### src/rtl/mac_exec_seq.sv
// mac_exec_seq: feeds K operand sets from the A/B FIFOs into MAC8, then returns the ROWS accumulator results on a valid/ready stream.
// Optional EXEC_UNDERFLOW_GUARD_EN: stall reads while any FIFO is empty and raise a sticky underflow flag.

module mac_exec_seq #(
  parameter int DATA_WIDTH   = 8,
  parameter int ROWS         = 8,
  parameter int K            = 8,
  parameter int DRAIN_CYCLES = 3
) (
  input  logic                            clk,
  input  logic                            rst_n,
  input  logic                            start,
  output logic                            busy,
  output logic                            done,
  output logic [ROWS-1:0]                 a_rden,
  output logic                            b_rden,
  input  logic [ROWS-1:0]                 a_empty,
  input  logic                            b_empty,
  output logic                            mac_en,
  output logic                            mac_clr,
  input  logic [ROWS*3*DATA_WIDTH-1:0]    c_in,
  output logic                            res_valid,
  input  logic                            res_ready,
  output logic [3*DATA_WIDTH-1:0]         res_data,
  output logic [$clog2(ROWS)-1:0]         res_idx,
  output logic                            underflow
);

  localparam int RES_W = 3 * DATA_WIDTH;
  localparam int IDX_W = $clog2(ROWS);
  localparam int CNT_W = $clog2(K + 1);
  localparam int DRN_W = $clog2(DRAIN_CYCLES + 1);

  localparam logic [2:0] S_IDLE    = 3'd0;
  localparam logic [2:0] S_CLEAR   = 3'd1;
  localparam logic [2:0] S_RUN     = 3'd2;
  localparam logic [2:0] S_DRAIN   = 3'd3;
  localparam logic [2:0] S_CAPTURE = 3'd4;
  localparam logic [2:0] S_OUT     = 3'd5;
  localparam logic [2:0] S_DONE    = 3'd6;

  localparam logic [CNT_W-1:0] K_CNT     = CNT_W'(K);
  localparam logic [DRN_W-1:0] DRN_LAST  = DRN_W'(DRAIN_CYCLES - 1);
  localparam logic [IDX_W-1:0] IDX_LAST  = IDX_W'(ROWS - 1);

  logic [2:0]       state;
  logic [CNT_W-1:0] rd_cnt;
  logic [DRN_W-1:0] drain_cnt;
  logic [RES_W-1:0] result [ROWS];
  logic             ok;
  logic             rd_want;
  logic             rd_fire;

`ifdef EXEC_UNDERFLOW_GUARD_EN
  assign ok = ~|a_empty && ~b_empty;
`else
  logic unused_empty;
  assign ok           = 1'b1;
  assign unused_empty = ^{a_empty, b_empty};
`endif

  assign rd_want   = (state == S_RUN) && (rd_cnt < K_CNT);
  assign rd_fire   = rd_want && ok;
  assign a_rden    = {ROWS{rd_fire}};
  assign b_rden    = rd_fire;
  assign busy      = (state != S_IDLE);
  assign done      = (state == S_DONE);
  assign mac_clr   = (state == S_CLEAR);
  assign res_valid = (state == S_OUT);
  assign res_data  = (state == S_OUT) ? result[res_idx] : '0;

  // mac_en trails each read by one cycle, when the FIFO data is presented to MAC8.
  always_ff @(posedge clk) begin
    if (!rst_n) begin
      state     <= S_IDLE;
      rd_cnt    <= '0;
      drain_cnt <= '0;
      mac_en    <= 1'b0;
      res_idx   <= '0;
    end else begin
      mac_en <= rd_fire;
      case (state)
        S_IDLE: begin
          if (start) state <= S_CLEAR;
        end
        S_CLEAR: begin
          rd_cnt <= '0;
          state  <= S_RUN;
        end
        S_RUN: begin
          if (rd_fire) rd_cnt <= rd_cnt + 1'b1;
          if ((rd_cnt == K_CNT) && mac_en) begin
            drain_cnt <= '0;
            state     <= S_DRAIN;
          end
        end
        S_DRAIN: begin
          if (drain_cnt == DRN_LAST) state <= S_CAPTURE;
          else drain_cnt <= drain_cnt + 1'b1;
        end
        S_CAPTURE: begin
          res_idx <= '0;
          state   <= S_OUT;
        end
        S_OUT: begin
          if (res_ready) begin
            res_idx <= res_idx + 1'b1;
            if (res_idx == IDX_LAST) state <= S_DONE;
          end
        end
        S_DONE: begin
          state <= S_IDLE;
        end
        default: state <= S_IDLE;
      endcase
    end
  end

  always_ff @(posedge clk) begin
    if (!rst_n) begin
      for (int r = 0; r < ROWS; r++) result[r] <= '0;
    end else if (state == S_CAPTURE) begin
      for (int r = 0; r < ROWS; r++) result[r] <= c_in[r*RES_W +: RES_W];
    end
  end

`ifdef EXEC_UNDERFLOW_GUARD_EN
  // Sticky until the next accepted start; set on every stalled read slot.
  always_ff @(posedge clk) begin
    if (!rst_n) begin
      underflow <= 1'b0;
    end else if ((state == S_IDLE) && start) begin
      underflow <= 1'b0;
    end else if (rd_want && !ok) begin
      underflow <= 1'b1;
    end
  end
`else
  assign underflow = 1'b0;
`endif

endmodule

### config.mk
export PLATFORM = sky130hd
export DESIGN_NAME = mac_exec_seq
export DESIGN_NICKNAME = d
export VERILOG_FILES = /design/src/rtl/mac_exec_seq.sv
export SDC_FILE = /design/constraint.sdc
export NUM_CORES = 1
export LEC_CHECK = 0
export ABC_CLOCK_PERIOD_IN_PS = 20100
export CORE_MARGIN = 5
export CORE_UTILIZATION = 49
export DETAILED_ROUTE_END_ITERATION = 7
export GPL_ROUTABILITY_DRIVEN = 0
export GPL_TIMING_DRIVEN = 0
export PLACE_DENSITY = 0.81
export SYNTH_ARGS = -nofsm -noshare
export SYNTH_HDL_FRONTEND = slang
export SYNTH_SLANG_ARGS = --single-unit
export TNS_END_PERCENT = 5
### constraint.sdc
create_clock -name clk -period 20.1 [get_ports clk]
set_input_delay 2.01 -clock clk [delete_from_list [all_inputs] [get_ports clk]]
set_output_delay 2.01 -clock clk [all_outputs]
set_load 0.005 [all_outputs]
-- Word-level counts from Yosys, hierarchy flattened
Memory sizes are Yosys's and may differ from the RTL's. A register that Yosys moved wholly into a read port is not among the register bits.
Cells that the tools add are included.
- output and inout port bits: 42
- register bits: 13
- RAM bits: 192
- input bits: 205
- memories kept: 1
- logic and storage cells: 73
- memories (name ; words ; width ; read ports ; clocked after Yosys merged registers in ; wr ports ; line ; RTL):
    result ; 8 ; 24 ; 1 ; 1 ; 8 ; 49 ; logic [RES_W-1:0] result [ROWS];
- $add $sub $neg: 3
- equal/unequal tests: 16
- bitwise operators: 8
- reductions and logical operators: 11
- mux-type cells: 28
- order comparisons: 1
- operators with widths (cell ; number):
    $mux W24 ; 9
    $mux W3 ; 8
    $pmux W3 S6 ; 1
    $eq A3 B3 Y1 const B ; 4
    $ne A2 B2 Y1 const B ; 4
    $or A1 B1 Y1 ; 8
    $pmux W4 S2 ; 1
    $eq A3 B2 Y1 const B ; 2
    $ne A2 B1 Y1 const B ; 3
    $pmux W3 S2 ; 1
    $reduce_bool A2 Y1 ; 3
    $reduce_and A5 Y1 ; 1
    $add A4 B1 Y4 const B ; 1
    $eq A4 B4 Y1 const B ; 1
    $lt A4 B4 Y1 const B ; 1
    $mux W1 ; 4
    $mux W2 ; 2
    $mux W4 ; 1
    $pmux W2 S2 ; 1
    $reduce_and A2 Y1 ; 2
    $add A3 B1 Y3 const B ; 1
    $eq A3 B1 Y1 const B ; 1
    $logic_not A3 Y1 ; 1
    $reduce_and A3 Y1 ; 1
    4 further kinds ; 5

-- Depth between registers and ports, before layout
Gate-level depths: netlist of the first run.
- word-level depth: 5
- depth in mapped cells: 6

-- Worst setup path before layout of the first run
No wires, ideal clock.
- path kind: reg-to-reg
- start point: register state[0]
- end point: memory result[0][0] (netlist name), enable pin
- library setup time: 1.010 ns
- cell stages (with the launch flop): 3
- required time: 19.090 ns
- arrival time: 13.956 ns
- buffers on the path: 0
- setup slack: 5.134 ns
- cell sequence: dfxtp_1 -> nand2b_1 -> o21ai_0
- RTL lines (element ; line ; RTL):
    from (decl) ; 46 ; logic [2:0] state;
    from (signal assigned) ; 75 ; state <= S_IDLE;
    from (signal assigned) ; 84 ; if (start) state <= S_CLEAR;
    from (signal assigned) ; 88 ; state <= S_RUN;
    to (decl) ; 49 ;

-- Worst setup path after layout of the first run
- start point: register state[1]
- end point: output res_data[8]
- word-level cells in the longest chain between the ends: 2
- ends and longest elaborated chain (element ; line ; RTL):
    $eq A3 B3 Y1 ; 70 ; assign res_data = (state == S_OUT) ? result[res_idx] : '0;
    $mux W24 ; 70 ;
    to (decl) ; 24 ; output logic [3*DATA_WIDTH-1:0] res_data,
Every way passes these cells.

==> flow_metrics.py, run 1 <==
metrics = {
    "route": {
        "drt_iter0_drc": 349,
        "detail_route.wl_per_cell_um": 20.9,
        "drt_first_pass_iters": 5,
        "avgViaCountPerCell": 5.23,
        "remaining_drc_errors": 0,
        "vias": 6110,
        "wirelength_mm": 24.4,
        "ant_nets": 0,
    },
    "cts": {
        "htree_levels": 1,
        "cts_buffers": 21,
        "cts_resized": 0,
        "path_clk_slew_ns": 0.06,
        "clock_latency_ns": 0.49,
        "clock-root-buffer": "clkbuf_16",
        "cts_tree": "built",
        "clkSinkCount": 208,
        "clk_path_buf_depth": 3,
        "hold_buffers": 0,
        "cts_setup_buffers": 0,
    },
    "final_layout": {
        "layout-drive-gt1-share": 0.134,
        "finalNonFillerCells": 1168,
        "multiInputGateArea_mm2": 0.00312,
        "num-nets-final": 1098,
        "fillers": 1367,
        "ff_latch_area_mm2": 0.00609,
        "area_growth_pct": 36.7,
        "diodes": 0,
    },
    "outcome": {
        "status": "complete, no violations",
    },
    "synthesis": {
        "synth-edff-count": 192,
        "ys_seq_area_frac": 0.641,
        "netlist_instances": 623,
        "syn-cell-area_mm2": 0.00949,
        "yosysUniqueCellTypes": 42,
        "syn_nets": 833,
        "ys_async_sr_fraction": 0,
        "ys_warn_count": 0,
        "synthFlopType": "edfxtp_1",
        "synth.ff_latch_count": 208,
        "avgSynthCellArea_um2": 15.2,
    },
    "critical_path": {
        "cp.arrival_ns": 2.95,
        "crit_type": "flip-flop to output pin",
        "r2r_cells": 5,
        "rr_endpoint": "result[1][17]$_SDFFCE_PN0P_",
        "path_max_fanout": 10,
        "required_ns": 18.09,
        "cp-startpoint": "state[1]$_SDFFE_PN0P_",
        "crit_path_end_kind": "output pin",
        "crit_end": "res_data[8]",
        "reg2reg_from": "state[0]$_SDFFE_PN0P_",
        "rrSetupSlack_ns": 17.95,
        "start_kind": "flip-flop",
    },
    "grt": {
        "grt_pass1_wl_mm": 36.6,
        "grt_overflow": 0,
        "grt_max_degree": 32,
        "antenna_found_initial": 1,
        "grt_pass1_vias": 6687,
        "track_usage": 0.218,
    },
    "hold_path": {
        "hp-class": "flip-flop to flip-flop",
    },
    "floorplanning": {
        "ioPinCount": 247,
        "die-width_um": 149,
        "die_y_um": 149,
        "fp-row-count": 51,
        "initial_core_util": 0.493,
        "design.die.area_mm2": 0.0223,
        "core_area_mm2": 0.0193,
    },
    "pwr": {
        "p_leak_nw": 4.63,
        "combPwrFrac": 0.117,
        "switching_share": 0.211,
        "ir_worst_vdd_mv": 0.0575,
        "p_seq_frac": 0.515,
        "pwr-share-clk": 0.368,
        "p_int_mw": 0.766,
        "p_sw_mw": 0.205,
        "cellPowerDensity_mw_per_mm2": 74.8,
    },
    "placement": {
        "io_buffer_count": 235,
        "post-place-cells": 1130,
        "dpl.hpwl_mm": 17.8,
    },
    "sta": {
        "tightest_slew_ns": 0.763,
        "period_minus_slack_ns": 4.96,
        "drv_slew": 0,
        "skew_ns": 0.00824,
        "holdWs_ns": 0.528,
        "rsz0062_at_grt": "no",
        "finalSetupViolCount": 0,
        "hold_viol": 0,
        "max-slew-margin-rel": 0.491,
        "setup_tns_ns": 0,
        "fmax_mhz": 202,
        "fin_crit_sh": 0.247,
    },
    "job": {
        "cap_viol_max_count": 0,
    },
}
power groups by stage:
stage / Sequential (mW) / Clock, mW / Combinational (mW)
2_1_floorplan: 0.516 / 0 / 0.0457
3_5_place_dp: 0.509 / 0 / 0.113
3_3_place_gp: 0.522 / 0 / 0.107
6_report: 0.500 / 0.357 / 0.114
5_1_grt: 0.502 / 0.382 / 0.123
4_1_cts: 0.500 / 0.363 / 0.114
synth_stat cells, drive strengths merged (4+ instances only):
cell type | number | share of area
nor2b | 4 | 0.0026
clkbuf | 19 | 0.0075
dfxtp | 16 | 0.034
buf | 30 | 0.022
edfxtp | 192 | 0.61
nand2 | 8 | 0.0032
inv | 6 | 0.0024
nand2b | 5 | 0.0033
and2 | 194 | 0.13
mux4 | 48 | 0.11
nor2 | 30 | 0.012
o21ai | 7 | 0.0037
ha | 5 | 0.0066
a21boi | 5 | 0.0040
mux2i | 26 | 0.027
logic make-up (layout without fill, tap and decap cells):
family	after synthesis	count (layout)	synth area share
AO/OA/AOI/OAI	20	20	0.0148
XOR/XNOR	1	1	0.000923
adder cells (fa/ha/maj)	5	5	0.00659
buffers and inverters	55	335	0.0315
flip-flops	208	208	0.641
multiplexers	74	74	0.141
other	1	1	0.000395
AND/OR/NAND/NOR	259	259	0.164
state kept, by name (all words and copies together), names as in the netlist, named ones only:
name,cells
drain_cnt,2
mac_en,1
rd_cnt,4
res_idx,3
result,192
state,3
per-layer routing:
metal,global-route usage,part of all wire,routed length [um],vias to the layer above
li1,-,-,-,2790
met4,0.0773,0.033,802,2
met2,0.357,0.49,12000,286
met3,0.0480,0.082,2010,54
met1,0.289,0.40,9660,2978
met5,0,0.00053,13,-
worst max-delay path, stage by stage (launching register included):
cell             delay (ns)
dfxtp_1                0.49
buf_2                  0.29
inv_1                  0.11
nand3_1                0.31
clkbuf_1               0.63
nor2_1                 0.12
clkdlybuf4s50_1        0.51
layout make-up:
type                            instances  area share
Multi-Input combinational cell        360       0.240
Buffer                                 49      0.0213
Clock inverter                          6     0.00260
Tap cell                              265      0.0255
Inverter                                6     0.00174
Timing Repair Buffer                  242       0.194
Sequential cell                       208       0.469
Clock buffer                           32      0.0452
cells in the final DEF (no fill, tap or decap), types with 6 or more instances in the layout:
cell	synthesis	layout
buf_2	11	11
and2_1	194	194
clkbuf_1	19	28
o21ai_0	7	6
clkbuf_16	0	21
nand2_1	8	8
mux4_2	48	48
buf_4	17	17
clkdlybuf4s50_1	0	235
inv_1	6	6
dfxtp_1	16	16
nor2_1	30	30
edfxtp_1	192	192
mux2i_1	26	26
per-stage QoR:
| stage | cell area (um2) | utilization | setup slack (ns) | power, mW |
|---|---|---|---|---|
| floorplan | 9490 | - | 5.13 | 0.561 |
| global placement | 12200 | 0.632 | 0.137 | 0.629 |
| detailed placement | 12400 | 0.641 | 15.67 | 0.622 |
| CTS | 13000 | 0.674 | 15.14 | 0.977 |
| global route | 13000 | 0.674 | 14.97 | 1.01 |
| finish | 13000 | 0.674 | 15.14 | 0.971 |
worst min path at each step:
stage	startpoint	end	slack, ns	cells past startpoint
after global routing	rd_cnt[1]$_SDFFE_PN0P_	rd_cnt[1]$_SDFFE_PN0P_	0.55	2
after detailed placement	drain_cnt[0]$_SDFFE_PN0P_	drain_cnt[0]$_SDFFE_PN0P_	0.51	3
final	rd_cnt[1]$_SDFFE_PN0P_	rd_cnt[1]$_SDFFE_PN0P_	0.53	2
after floorplan	rd_cnt[1]$_SDFFE_PN0P_	rd_cnt[1]$_SDFFE_PN0P_	0.47	2
after CTS	rd_cnt[1]$_SDFFE_PN0P_	rd_cnt[1]$_SDFFE_PN0P_	0.52	2
after global placement	rd_cnt[1]$_SDFFE_PN0P_	rd_cnt[1]$_SDFFE_PN0P_	0.49	2
Note: power is estimated with default switching activity, not from simulation.
==> run 2: changes to the inputs <==
- ABC_CLOCK_PERIOD_IN_PS: 20100 -> 4250
- CORE_UTILIZATION: 49 -> 44
- PLACE_DENSITY: 0.81 -> 0.77
- clock period: 20.1 -> 4.25 ns (I/O delays scaled with it)
==> run 2 against run 1 <==
Combinational power increased to 4.7 times the previous value. Via count decreased by 2.8%. Global-route usage decreased by 2.4 points. Register-to-register slack got worse by 16 ns. Sequential power increased to 4.7 times the previous value. Worst setup slack got worse by 14 ns. Design area increased by 0.27%. Count of clock-buffer cells in the layout unchanged. Critical path depth unchanged.
==> flow_metrics.py, run 2 (synthesis gave the netlist of run 1 again) <==
metrics = {
    "route": {
        "remaining_drc_errors": 0,
        "ant_nets": 0,
        "detail_route.wl_per_cell_um": 20.8,
        "drt_first_pass_iters": 4,
        "vias": 5941,
        "avgViaCountPerCell": 5.03,
        "drt_iter0_drc": 433,
        "wirelength_mm": 24.5,
    },
    "critical_path": {
        "path_cells": "buf_2, inv_1, nand3_1, clkbuf_1, nor2_1, clkdlybuf4s50_1",
        "path_max_fanout": 10,
        "crit_type": "flip-flop to output pin",
        "worstSetupPathDepth": 6,
        "cp-startpoint": "state[1]$_SDFFE_PN0P_",
        "path_buf_inv": 4,
        "critPathTopFamily": "buffers and inverters",
        "crit_path_end_kind": "output pin",
        "cp.arrival_ns": 2.93,
        "cpMaxStageDelayCell": "clkbuf_1",
        "r2r_cells": 6,
        "required_ns": 3.83,
        "start_kind": "flip-flop",
        "cpPeakStageDelay_ns": 0.58,
        "reg2reg_from": "state[0]$_SDFFE_PN0P_",
    },
    "final_layout": {
        "fillers": 1582,
        "diodes": 0,
        "top_register": "result",
        "layout-drive-gt1-share": 0.133,
        "area_growth_pct": 37.1,
        "reg_top3": "result (192), rd_cnt (4)",
        "most-common-layout-cells": "235 x clkdlybuf4s50_1, 194 x and2_1, 192 x edfxtp_1",
        "largest_reg_flops": 192,
        "final_common_cell": "clkdlybuf4s50_1",
        "num-nets-final": 1100,
    },
    "floorplanning": {
        "design.die.area_mm2": 0.0246,
        "fp-row-count": 53,
        "initial_core_util": 0.449,
        "core_area_mm2": 0.0212,
        "ioPinCount": 247,
        "die_y_um": 157,
        "die-width_um": 157,
    },
    "outcome": {
        "status": "complete, no violations",
    },
    "sta": {
        "hold_viol": 0,
        "setup_tns_ns": 0,
        "drv_slew": 0,
        "period_minus_slack_ns": 3.35,
        "fin_crit_sh": 0.789,
        "max-slew-margin-rel": 0.506,
        "fmax_mhz": 298,
        "skew_ns": 0.0108,
        "tightest_slew_ns": 0.741,
        "finalSetupViolCount": 0,
        "rsz0062_at_grt": "no",
    },
    "grt": {
        "grt_pass1_wl_mm": 35.7,
        "grt_max_degree": 32,
        "grt_pass1_vias": 6333,
        "antenna_found_initial": 1,
        "track_usage": 0.194,
        "grt_overflow": 0,
    },
    "cts": {
        "clock-root-buffer": "clkbuf_16",
        "clkSinkCount": 208,
        "clk_path_buf_depth": 3,
        "htree_levels": 1,
        "cts_buffers": 23,
        "clock_latency_ns": 0.50,
        "cts_setup_buffers": 0,
        "path_clk_slew_ns": 0.06,
        "cts_tree": "built",
        "hold_buffers": 0,
        "cts_resized": 0,
    },
    "hold_path": {
        "hp-class": "input pin to flip-flop",
        "holdPathStages": 3,
        "holdCritStartpoint": "rst_n",
    },
    "placement": {
        "dpl.hpwl_mm": 17.7,
        "io_buffer_count": 235,
    },
    "job": {
        "cap_viol_max_count": 0,
    },
    "pwr": {
        "finalPower_mw": 4.68,
        "cellPowerDensity_mw_per_mm2": 360,
        "p_leak_nw": 4.64,
        "ir_worst_vdd_mv": 0.248,
    },
}
==> run 2: area by class of cell <==
type                    count  area, um2  area share
clock inverters             8       38.8     0.00298
plain buffers              49        277      0.0212
multi-input cells         360       3120       0.240
repair buffers            242       2510       0.193
inverters                   6       22.5     0.00173
flip-flops and latches    208       6090       0.468
well taps                 275        344      0.0264
clock buffers              32        619      0.0476
==> run 2: power by group <==
part	switching (mW)	internal (mW)	total, mW
Combinational	0.198	0.344	0.541
Sequential	0.0409	2.32	2.36
Clock	0.762	1.01	1.77
Total	1.00	3.68	4.68
==> run 2: worst register-to-register path: stages, from the launching register on <==
cell and delay, ns:
dfxtp_1 0.39, nand2b_1 0.28, o21ai_4 0.36, buf_16 0.23, buf_12 0.22, buf_16 0.20, buf_12 0.21
==> run 2: metrics by stage <==
| step | setup WS [ns] | cells | cell area (um2) | hold slack [ns] | util |
|---|---|---|---|---|---|
| finish | 0.898 | 1180 | 13000 | 0.433 | 0.615 |
| global route | 0.760 | 1180 | 13000 | 0.469 | 0.615 |
| CTS | 0.877 | 1180 | 13000 | 0.402 | 0.615 |
| detailed placement | 1.43 | 1140 | 12400 | 0.505 | 0.584 |
| global placement | -1.15 | 1133 | 12200 | 0.494 | 0.577 |
| floorplan | 0.0974 | 623 | 9510 | 0.474 | - |
==> run 2: routing by layer <==
metal  wire, um  global-route usage  share of wire  up-vias
met5         12                   0        0.00049        -
met4        637              0.0570          0.026        2
met3       1750              0.0390          0.071       43
met2      12000               0.324           0.49      227
met1      10200               0.258           0.41     2876
li1           -                   -              -     2793
==> run 2: worst paths after layout <==
kind,end,slack [ns]
setup / recovery,res_data[8],0.90
setup reg to reg,result[1][18]$_SDFFCE_PN0P_,2.06
hold reg to reg,drain_cnt[0]$_SDFFE_PN0P_,0.53
hold / removal,state[0]$_SDFFE_PN0P_,0.43
==> edit: new RTL, settings of run 2 <==
Build with the macro `EXEC_UNDERFLOW_GUARD_EN` defined.
--- a/src/rtl/mac_exec_seq.sv
+++ b/src/rtl/mac_exec_seq.sv
@@ -1,5 +1,7 @@
 // mac_exec_seq: feeds K operand sets from the A/B FIFOs into MAC8, then returns the ROWS accumulator results on a valid/ready stream.
 // Optional EXEC_UNDERFLOW_GUARD_EN: stall reads while any FIFO is empty and raise a sticky underflow flag.
+
+`define EXEC_UNDERFLOW_GUARD_EN
 
 module mac_exec_seq #(
   parameter int DATA_WIDTH   = 8,
Check against the original RTL: not equivalent (Yosys sat finds a counterexample within 4 cycles, from zero or initial values and one cycle with rst_n low).
==> edit against run 2 <==
  * Core utilization grew 0.73 points
  * Fmax grew 6.9%
  * Sequential cell count grew 1
  * Critical path type unchanged
  * Setup slack gained 0.22 ns
  * Routed wire length grew 0.44%
  * Highest routed layer unchanged
  * Non-clock buffer count grew 10
  * Synthesized area shrank 0.78%
  * Final area grew 0.55%
  * Clock skew shrank 0.0010 ns
  * Total power shrank 3.0%
  * Critical endpoint is now res_data[18]
==> edit: results <==
group,metric,value,unit
worst_setup_path,crit_arrival,2.71,ns
synth,synth_commonest_cells,"and2_1, edfxtp_1, mux4_2",
final_layout,n_fill_cell,1566,
timing,fin_skew,0.00979,ns
clocking,cts_setup_buffers,0,
synth,synth_mux_area_frac,0.115,
final_layout,final_cells,1175,
synth,synth_edf_count,192,
routing,via_count,5987,
status,run_status,"completed",
synth,synthXorXnorAreaFrac,0.000930,
pwr,power.ir.vdd_worst,0.000199,V
synth,syn_nets,815,
synth,ys_seq_area_frac,0.648,
place,dpl.hpwl,18600,um
routing,wl_per_cell,21.0,um
synth,synth_compound_area_frac,0.0369,
timing,hold_violations,0,
routing,drt_iter0_markers,339,
place,portBuffers,246,
timing,tightest_slew,0.938,ns
place,dp_cells,1132,
pwr,p_leak,4.76,nW
worst_setup_path,critPathMaxFanout,10,
clocking,ctsResizeCount,0,
synth,syn-mean-instance-area,15.6,sq um
grt,grt_pass1_vias,6404,
final_layout,nets,1092,
synth,ys_types,41,
final_layout,reg_top3,"result (192), rd_cnt (4)",
synth,ys.flop_type,"edfxtp_1",
grt,gr-usage-all-layers,0.196,
grt,grt_overflow,0,
synth,async_flop_share,0,
place,dp_slack,1.28,ns
clocking,clock_path_buffers,3,
clocking,cts.clk_slew.worst_paths,0.06,ns
clocking,cts_made_buffers,23,
grt,grt_pass1_wl,36600,um
grt,antenna_found_initial,2,
synth,synthTopCellsByArea,"edfxtp_1, and2_1, mux4_2",
routing,firstDrtPassIters,5,
hold_path,hold_class,"reg2reg",
synth,synthAdderAreaFrac,0.00664,
final_layout,layout-drive-gt1-share,0.135,
grt,grt_max_degree,33,
[edit: final cells by class]
cell class,count,area [sq um],area share
Antenna cell,1,2.50,0.000191
Buffer,49,330,0.0252
Clock buffer,37,648,0.0495
Clock inverter,5,53.8,0.00411
Inverter,7,26.3,0.00201
Multi-Input combinational cell,340,2990,0.228
Sequential cell,209,6110,0.467
Tap cell,275,344,0.0263
Timing Repair Buffer,252,2590,0.198
[edit: cells by family (layout without fill, tap and decap cells)]
logic type / Yosys count / after routing
compound gates: 47 / 47
xor+xnor: 1 / 1
fa+ha+maj: 5 / 5
buf+inv: 56 / 350
flops: 209 / 209
mux: 48 / 48
other cells: 0 / 1
simple gates: 239 / 239
[edit: through the flow]
| step | area (sq um) | setup TNS (ns) |
|---|---|---|
| after CTS | 13100 | 0 |
| after global routing | 13100 | 0 |
| after floorplan | 9450 | 0 |
| after detailed placement | 12400 | 0 |
| final | 13100 | 0 |
| after global placement | 12300 | -231.15 |
[edit: worst max-delay path: stages, from the launching register on]
cell and delay [ns]:
dfxtp_1 0.41, clkbuf_1 0.63, mux4_2 0.46, a22o_1 0.25
clkdlybuf4s50_1 0.47
[edit: final timing paths]
path / start / end / slack, ns / depth (start not counted)
worst min-delay path: drain_cnt[1] / drain_cnt[1] / 0.51 / 2
worst max register to register: state[2] / result[2][11] / 1.71 / 7
worst min register to register: drain_cnt[1] / drain_cnt[1] / 0.51 / 2
worst max-delay path: flop / res_data[18] / 1.12 / 4
[edit: metal layers]
layer	up-vias	global-route usage	routed length, um
met5	-	0	13
met4	2	0.0529	629
met3	42	0.0393	1680
met2	209	0.321	12100
met1	2936	0.270	10200
li1	2798	-	-
[edit: report_power, final]
group / switching (mW) / total (mW) / internal [mW]
Sequential: 0.0227 / 2.34 / 2.32
Clock: 0.764 / 1.87 / 1.10
Combinational: 0.107 / 0.330 / 0.223
